`config.mk`:
```
export PLATFORM = sky130hd
export DESIGN_NAME = bus_master_mux
export DESIGN_NICKNAME = d
export VERILOG_FILES = /design/src/rtl/bus_master_mux_pkg.sv /design/src/rtl/bus_master_mux.sv
export SDC_FILE = /design/constraint.sdc
export NUM_CORES = 1
export LEC_CHECK = 0
export CORE_AREA = 2 2 128 130
export DETAILED_ROUTE_END_ITERATION = 6
export DIE_AREA = 0 0 130 132
export SLEW_MARGIN = 10
export SYNTH_ARGS = -nofsm -noshare
export SYNTH_HDL_FRONTEND = slang
export SYNTH_SLANG_ARGS = --single-unit
```
`constraint.sdc`:
```
create_clock -name clk -period 2.71 [get_ports clk]
set_clock_uncertainty 0.2 [all_clocks]
set_input_delay 0.6775 -clock clk [delete_from_list [all_inputs] [get_ports clk]]
set_output_delay 0.6775 -clock clk [all_outputs]
set_load 0.05 [all_outputs]
```
`src/rtl/bus_master_mux_pkg.sv`:
```
// Shared bus definitions for the 4-master bus: widths, active levels
// and the bundle of fields a master drives onto the shared lines.
package bus_master_mux_pkg;

  localparam int ADDR_W = 30;
  localparam int DATA_W = 32;

  localparam logic GRANT_ENABLE  = 1'b0;
  localparam logic GRANT_DISABLE = 1'b1;
  localparam logic AS_ENABLE     = 1'b0;
  localparam logic AS_DISABLE    = 1'b1;
  localparam logic RW_READ       = 1'b1;
  localparam logic RW_WRITE      = 1'b0;

  typedef struct packed {
    logic [ADDR_W-1:0] addr;
    logic              rw;
    logic              strb;
    logic [DATA_W-1:0] data;
  } bus_fields_t;

  // Idle bus: no strobe, read direction, zero address/data.
  localparam bus_fields_t BUS_IDLE = '{
    addr: '0,
    rw:   RW_READ,
    strb: AS_DISABLE,
    data: '0
  };

endpackage

```
`src/rtl/bus_master_mux.sv`:
```
// Master-side bus mux: forwards addr/rw/as/data of the granted master
// (fixed priority m0 > m1 > m2 > m3, grants active-low) onto the shared
// bus. Idle values when nobody is granted. OUT_REG=1 adds one register
// stage with async active-high reset; OUT_REG=0 is purely combinational.
// Ports: clk, reset; m0..m3 _addr/_rw/_as/_grant/_data; m_addr, m_rw,
// m_as, m_data (shared bus outputs).
module bus_master_mux
  import bus_master_mux_pkg::*;
#(
  parameter bit OUT_REG = 1'b1
) (
  input  logic              clk,
  input  logic              reset,
  input  logic [ADDR_W-1:0] m0_addr,
  input  logic [ADDR_W-1:0] m1_addr,
  input  logic [ADDR_W-1:0] m2_addr,
  input  logic [ADDR_W-1:0] m3_addr,
  input  logic              m0_rw,
  input  logic              m1_rw,
  input  logic              m2_rw,
  input  logic              m3_rw,
  input  logic              m0_as,
  input  logic              m1_as,
  input  logic              m2_as,
  input  logic              m3_as,
  input  logic              m0_grant,
  input  logic              m1_grant,
  input  logic              m2_grant,
  input  logic              m3_grant,
  input  logic [DATA_W-1:0] m0_data,
  input  logic [DATA_W-1:0] m1_data,
  input  logic [DATA_W-1:0] m2_data,
  input  logic [DATA_W-1:0] m3_data,
  output logic [ADDR_W-1:0] m_addr,
  output logic              m_rw,
  output logic              m_as,
  output logic [DATA_W-1:0] m_data
);

  bus_fields_t bus_d;
  bus_fields_t bus_o;

  // Whole bundle taken from one master so fields never mix; the
  // priority chain keeps multiple grants deterministic.
  always_comb begin
    bus_d = BUS_IDLE;
    if (m0_grant == GRANT_ENABLE) begin
      bus_d = '{m0_addr, m0_rw, m0_as, m0_data};
    end else if (m1_grant == GRANT_ENABLE) begin
      bus_d = '{m1_addr, m1_rw, m1_as, m1_data};
    end else if (m2_grant == GRANT_ENABLE) begin
      bus_d = '{m2_addr, m2_rw, m2_as, m2_data};
    end else if (m3_grant == GRANT_ENABLE) begin
      bus_d = '{m3_addr, m3_rw, m3_as, m3_data};
    end
  end

  generate
    if (OUT_REG) begin : g_reg
      bus_fields_t bus_q;

      always_ff @(posedge clk or posedge reset) begin
        if (reset) begin
          bus_q <= BUS_IDLE;
        end else begin
          bus_q <= bus_d;
        end
      end

      assign bus_o = bus_q;
    end else begin : g_comb
      logic unused_clk_rst;
      assign unused_clk_rst = clk ^ reset;
      assign bus_o = bus_d;
    end
  endgenerate

  assign m_addr = bus_o.addr;
  assign m_rw   = bus_o.rw;
  assign m_as   = bus_o.strb;
  assign m_data = bus_o.data;

endmodule

```
-- Yosys cells after proc, flatten, opt, wreduce, memory -nomap -nowiden
Cells that the tools add are included.
- output and inout port bits: 64
- memories kept: 0
- ROM bits: 0
- RAM bits: 0
- word-level logic and storage cells: 8
- register bits: 64
- latch bits: 0
- magnitude comparators: 0
- multiply operators: 0
- eq/ne operators: 0
- muxes and demuxes: 4
- bitwise gates (word level): 0
- reduce and logical (&&, ||, !) cells: 0
- shift-type cells: 0
- divide/modulo/power cells: 0
- add/subtract/negate cells: 0
- operators with widths (kind ; count):
    $mux 64 ; 4

-- Logic depth before layout (Yosys ltp)
Gate-level depths: netlist of run 1.
- depth after elaboration: 4
- depth in mapped cells: 5
- gate-level depth less buffers: 3

-- Worst setup path after synthesis of run 1
OpenSTA, ideal clock, no wires.
- path kind: input port to flip-flop
- start point: input port m2_grant
- end point: register g_reg.bus_q (netlist bit m_addr[0])
- buffers on the path: 2
- setup time: 0.124 ns
- path slack: 1.066 ns
- arrival time: 1.320 ns
- data required time: 2.386 ns
- stages: 5
- cells stage by stage: nor2b_4 -> buf_12 -> buf_12 -> a221oi_2 -> nor2_1
- RTL lines (element ; RTL line ; text):
    start: declaration ; bus_master_mux.sv:28 ; input logic m2_grant,
    end signal: assignment ; bus_master_mux.sv:66 ; bus_q <= bus_d;
    end: declaration ; bus_master_mux.sv:60 ; bus_fields_t bus_q;

-- Final worst setup path of run 1
- start point: register g_reg.bus_q (netlist bit m_rw)
- end point: output port m_rw
- RTL lines (element ; RTL line ; text):
    end: declaration ; bus_master_mux.sv:35 ; output logic m_rw,
No word-level cell between the ends.

==> results of run 1 <==
-- per-layer routing --
metal | track usage (%) | part of all wire [%] | vias up
met2 | 31.2 | 51 | 214
met4 | 6.27 | 2.4 | 0
met3 | 5.48 | 8.9 | 30
li1 | - | - | 1821
met1 | 18.8 | 38 | 1859
met5 | 0 | 0 | -
-- cell families (layout without fill, tap and decap cells) --
family	Yosys count	after routing	share of synthesized area [%]
buffers and inverters	39	358	10.1
AOI/OAI and AO/OA	129	129	37.4
DFF	64	64	44.7
and+or+nand+nor	68	68	7.81
-- power groups by stage --
stage	registers, mW	logic (mW)	clock network, mW
detailed placement	1.09	1.25	0
CTS	1.08	1.26	1.26
global route	1.08	1.31	1.30
floorplan	1.42	0.272	0
global placement	1.09	1.24	0
finish	1.08	1.25	1.22
-- state kept, by name, indices dropped and copies added (netlist names) --
signal	flops
m_addr	30
m_as	1
m_data	32
m_rw	1
-- cell usage after synthesis, drive strengths merged, types with 2 or more instances --
cell,instances
clkbuf,5
a221oi,61
o221ai,4
inv,6
buf,28
o22ai,61
dfrtp,62
nor2,62
dfstp,2
a21oi,2
-- placed cells by master (no fill, tap or decap) --
cell type | Yosys | layout
buf_4 | 4 | 6
and2_1 | 1 | 1
dfrtp_1 | 62 | 62
a211oi_1 | 1 | 1
nor2_1 | 62 | 62
o22ai_1 | 61 | 61
clkbuf_16 | 0 | 9
a221oi_2 | 60 | 60
clkdlybuf4s50_1 | 0 | 324
or2b_1 | 1 | 1
nand3b_1 | 1 | 1
a221oi_1 | 1 | 1
buf_12 | 7 | 5
clkinv_2 | 0 | 2
dfstp_2 | 2 | 2
nand2b_2 | 0 | 1
clkbuf_1 | 1 | 1
nand2_4 | 0 | 1
bufinv_16 | 0 | 1
buf_2 | 11 | 1
o221ai_1 | 4 | 4
inv_1 | 5 | 4
nor2b_4 | 1 | 1
clkbuf_8 | 2 | 4
a21oi_1 | 2 | 2
inv_2 | 1 | 1
-- cell type report --
cell class              count  share of cell area, %
repair buffers            336                   46.9
multi-input cells         197                   22.5
flip-flops and latches     64                   22.1
clock buffers              14                   3.92
well taps                 216                   3.73
clock inverters             2                  0.484
inverters                   6                  0.328
-- worst max-delay path by stage --
stage | end | slack [ns] | cells after the start
floorplan | m_addr[0] | 0.24 | 1
global placement | m_addr[28] | 0.32 | 5
detailed placement | m_data[25] | 0.29 | 5
CTS | m_rw | 0.14 | 1
global route | m_rw | 0.13 | 1
finish | m_rw | 0.15 | 1
==> impl_results.md, run 1 <==
- Core Util, Final: 46.1%
- Die W: 130 µm
- Final #Nets: 876
- Register area share after synthesis: 44.7%
- DIE AREA: 17,200 µm²
- CTS tree: done
- Routed length per instance: 18.5 µm
- CTS max path bufs: 2
- Register share of total power: 30.3%
- DRT iter0 DRCs: 141
- Post-synthesis cell count: 300
- Post-CTS Setup Bufs: 0
- Global-route wire length before repair: 23.0 mm
- Die Ht: 132 µm
- Status: finished, final reports clean
- Multi-input logic area: 1630 µm²
- CP top delay family: buffers and inverters
- Max-cap check violation count: 0
- Setup ws final: 0.154 ns
- VDD IR-drop max: 0.000281 V
- Register bit total from synthesis: 64
- Max Slew Vio Count: 0
- Drt total wl: 15.4 mm
- CTS HTree Levels: 3
- Syn nets: 562
- Synth area leaders: dfrtp_1 (43%), a221oi_2 (25%), o22ai_1 (11%)
- Max Clock Freq: 391 MHz
- Final Total Pwr: 3.55 mW
- CP max stage cell: clkdlybuf4s50_1
- Net Sw Frac: 30.8%
- Mapped Area: 3590 µm²
- CP required: 1.83 ns
- Synth area leader: dfrtp_1
- Fin crit period: 2.56 ns
- Worst Tran Pin Value: 0.547 ns
- Buffers on Ports: 325
- Pwr Density: 490 nW/µm²
- Layout cells sized above 1: 15.2%
- Setup TNS: 0 ns
- Critical path class: register to primary output
- Final Cycle Share: 94.3%
- Reg area: 1600 µm²
- CTS root buf: clkbuf_16
- Largest net degree at the start of global routing: 64
- Starting Density: 22.8%
- Num CTS Buffers: 9
- Clk pwr share: 34.5%
- Setup crit end kind: primary output
- Design Area, Final: 7240 µm²
- Row cnt: 46
- Synth cell types: 24
- Crit path DAT: 1.68 ns
- EDFF count, synth: 0
- Layout overhead on the synthesized area: 102%
- Placed Instances: 819
- Pre-CTS setup slack: 0.290 ns
- Leak: 2.77 nW
- Startpoint types: register
- Headroom to the max-slew limit: 63.4%
- Total Routing Usage GR: 17.3%
- Final setup fails: 0
- Switching Power: 1.09 mW
- Post-synth ARST share: 100%
- Worst path cell trace: clkdlybuf4s50_1
- DRT Pass-1 Iters: 4
- Comb pwr share: 35.1%
- CTS Hold Bufs: 0
- Final ANT Viol Nets: 0
- Antenna violations before repair: 0
- Hpwl dp: 11.9 mm
- Unrepaired setup endpoints after global routing: false
- PostCTS Resize Cnt: 0
- Area after DPL: 6920 µm²
- Post-route insts no fill: 835
- Clock sinks: 64
- Crit-path max FO: 1
- Top-area cell type share of the netlist area: 43.2%
- Total grt overflow: 0
- Clk slew on worst S/H paths: 0.06 ns
- Synth Warn #: 0
- Primary FF master, synth: dfrtp_1
- Avg Inst Size Synth: 12.0 µm²
- Hold_ws: 0.564 ns
- RePlAce Congestion: 0.840
- Launch point of the worst path: m_rw
- Via density: 4.70
- Crit-path max cell delay: 0.81 ns
- Via count: 3,924
- Top-level I/O count: 326
- Min-Delay Path Class: primary input to asynchronous set/reset pin
- Hold Fails Final Rpt: 0
- Vias in the first global route: 4,246
- CP Buf/Inv Count: 1
- DRC Markers: 0
- Fillcell total: 1,490
- Placeable Area: 15,700 µm²
- N_diodes: 0
- Internal: 2.46 mW
Note: power is estimated with default switching activity, not from simulation.
==> run 2: changes to the inputs <==
- RECOVER_POWER: default -> 50
==> run 2 against run 1 <==
Die area stayed put. Routed wire length hardly changed. Hold slack better by 0.031 ns. Non-clock buffer count stayed put. Combinational power hardly changed. First-iteration DRC count is 2.1% lower. Core utilization is 0.11 points lower. Sequential power hardly changed. Clock power hardly changed. Count of clock-buffer cells in the layout stayed put. Global-route usage stayed put. Critical path depth stayed put.
==> impl_results.md, run 2 (synthesis results as in run 1) <==
- Most frequent cells in the layout: clkdlybuf4s50_1 (322), nor2_1 (62), dfrtp_1 (62)
- Setup TNS: 0 ns (unchanged)
- Final ANT Viol Nets: 0 (unchanged)
- DRT iter0 DRCs: 138 (-2.1%)
- Pwr Density: 490 nW/µm² (+0.11%)
- Num CTS Buffers: 9 (unchanged)
- Row cnt: 46 (unchanged)
- Unrepaired setup endpoints after global routing: false
- Max Clock Freq: 392 MHz (+0.11%)
- Post-CTS Setup Bufs: 0 (unchanged)
- Pre-CTS setup slack: 0.290 ns (unchanged)
- CTS tree: done
- Via density: 4.71 (+0.13%)
- Hpwl dp: 11.9 mm (unchanged)
- Setup ws final: 0.157 ns (+0.00274 ns)
- DRC Markers: 0 (unchanged)
- CTS Hold Bufs: 0 (unchanged)
- Hold Fails Final Rpt: 0 (unchanged)
- Commonest non-fill, non-tap cell in the layout: clkdlybuf4s50_1
- RePlAce Congestion: 0.840 (unchanged)
- Crit-path max cell delay: 0.81 ns (about the same)
- Clock sinks: 64 (unchanged)
- Final #Nets: 876 (unchanged)
- CP top delay family: buffers and inverters
- Via count: 3,929 (+0.13%)
- CTS HTree Levels: 3 (unchanged)
- Comb pwr share: 35.0% (about the same)
- Buffers on Ports: 325 (unchanged)
- DIE AREA: 17,200 µm² (unchanged)
- VDD IR-drop max: 0.000281 V (about the same)
- Switching Power: 1.09 mW (about the same)
- Crit-path max FO: 1 (unchanged)
- Hold_ws: 0.595 ns (+0.0314 ns)
- PostCTS Resize Cnt: 0 (unchanged)
- Total grt overflow: 0 (unchanged)
- CP Buf/Inv Count: 1 (unchanged)
- DRT Pass-1 Iters: 4 (unchanged)
- Routed length per instance: 18.5 µm (about the same)
- Worst path cell trace: clkdlybuf4s50_1
- Critical path class: register to primary output
- Layout overhead on the synthesized area: 101%
- Net Sw Frac: 30.8% (about the same)
- Clk pwr share: 34.6% (about the same)
- Leak: 2.77 nW (-0.33%)
- Status: finished, final reports clean
- Final Total Pwr: 3.54 mW (-0.13%)
- Fin crit period: 2.55 ns (-0.00274 ns)
- Final Cycle Share: 94.2% (-0.10 points)
- Setup crit end kind: primary output
- Global-route wire length before repair: 23.0 mm (unchanged)
- Vias in the first global route: 4,246 (unchanged)
- Die W: 130 µm (unchanged)
- CTS max path bufs: 2 (unchanged)
- Layout cells sized above 1: 15.0% (-0.16 points)
- Placeable Area: 15,700 µm² (unchanged)
- Drt total wl: 15.4 mm (about the same)
- Antenna violations before repair: 0 (unchanged)
- Internal: 2.45 mW (-0.15%)
- Die Ht: 132 µm (unchanged)
- Top-level I/O count: 326 (unchanged)
- Core Util, Final: 46.0% (-0.11 points)
- Largest net degree at the start of global routing: 64 (unchanged)
- Worst Tran Pin Value: 0.905 ns (+0.358 ns)
- CP max stage cell: clkdlybuf4s50_1
- Max-cap check violation count: 0 (unchanged)
- CP required: 1.83 ns (about the same)
- Total Routing Usage GR: 17.3% (unchanged)
- Register share of total power: 30.4% (about the same)
- Launch point of the worst path: m_rw
- Headroom to the max-slew limit: 39.7% (-24 points)
- Starting Density: 22.8% (unchanged)
- Final setup fails: 0 (unchanged)
- Crit path DAT: 1.68 ns (about the same)
- Worst Hold Launch: m0_grant
- Clk slew on worst S/H paths: 0.05 ns (about the same)
- Max reg flops: 32 (unchanged)
- CTS root buf: clkbuf_16
- Startpoint types: register
- Min-Delay Path Class: primary input to register
- N_diodes: 0 (unchanged)
- Max Slew Vio Count: 0 (unchanged)
## run 2: cell types whose count changed in the layout (fill, tap and decap cells not counted), sizes merged
cell,previous run,this run
inv,5,4
clkinv,2,3
clkdlybuf4s50,324,322
buf,12,9
dlygate4sd3,0,2
clkbuf,14,17
## run 2: area by class of cell
class                   count  area (µm²)
fillers                  1494        8490
multi-input cells         197        1630
inverters                   6        23.8
flip-flops and latches     64        1600
clock buffers              14         284
clock inverters             2        35.0
well taps                 216         270
repair buffers            336        3380
## run 2: stage by stage
step                      area [µm²]  instances
after floorplan                 3590        300
after global placement          6920        819
after detailed placement        6920        819
after CTS                       7240        835
after global routing            7220        835
final                           7220        835
## run 2: metal layers
| layer | global-route usage (%) | share of wire, % | wire length, µm | vias up |
|---|---|---|---|---|
| met3 | 5.48 | 8.9 | 1370 | 30 |
| met4 | 6.27 | 2.4 | 378 | 0 |
| met1 | 18.8 | 38 | 5800 | 1863 |
| met5 | 0 | 0 | 0 | - |
| li1 | - | - | - | 1822 |
| met2 | 31.2 | 51 | 7890 | 214 |
## run 2: power groups by stage
stage | Clock, mW | Sequential (mW) | Combinational, mW
floorplan | 0 | 1.42 | 0.272
global placement | 0 | 1.09 | 1.24
detailed placement | 0 | 1.09 | 1.25
CTS | 1.26 | 1.08 | 1.26
global route | 1.30 | 1.08 | 1.31
finish | 1.22 | 1.08 | 1.24
## run 2: worst paths after layout
kind,to,slack [ns],cells after the start
setup / recovery,m_rw,0.16,1
min in group asynchronous,m_addr[21],0.83,3
hold / removal,m_addr[28],0.60,2
max in group asynchronous,m_data[29],0.85,3
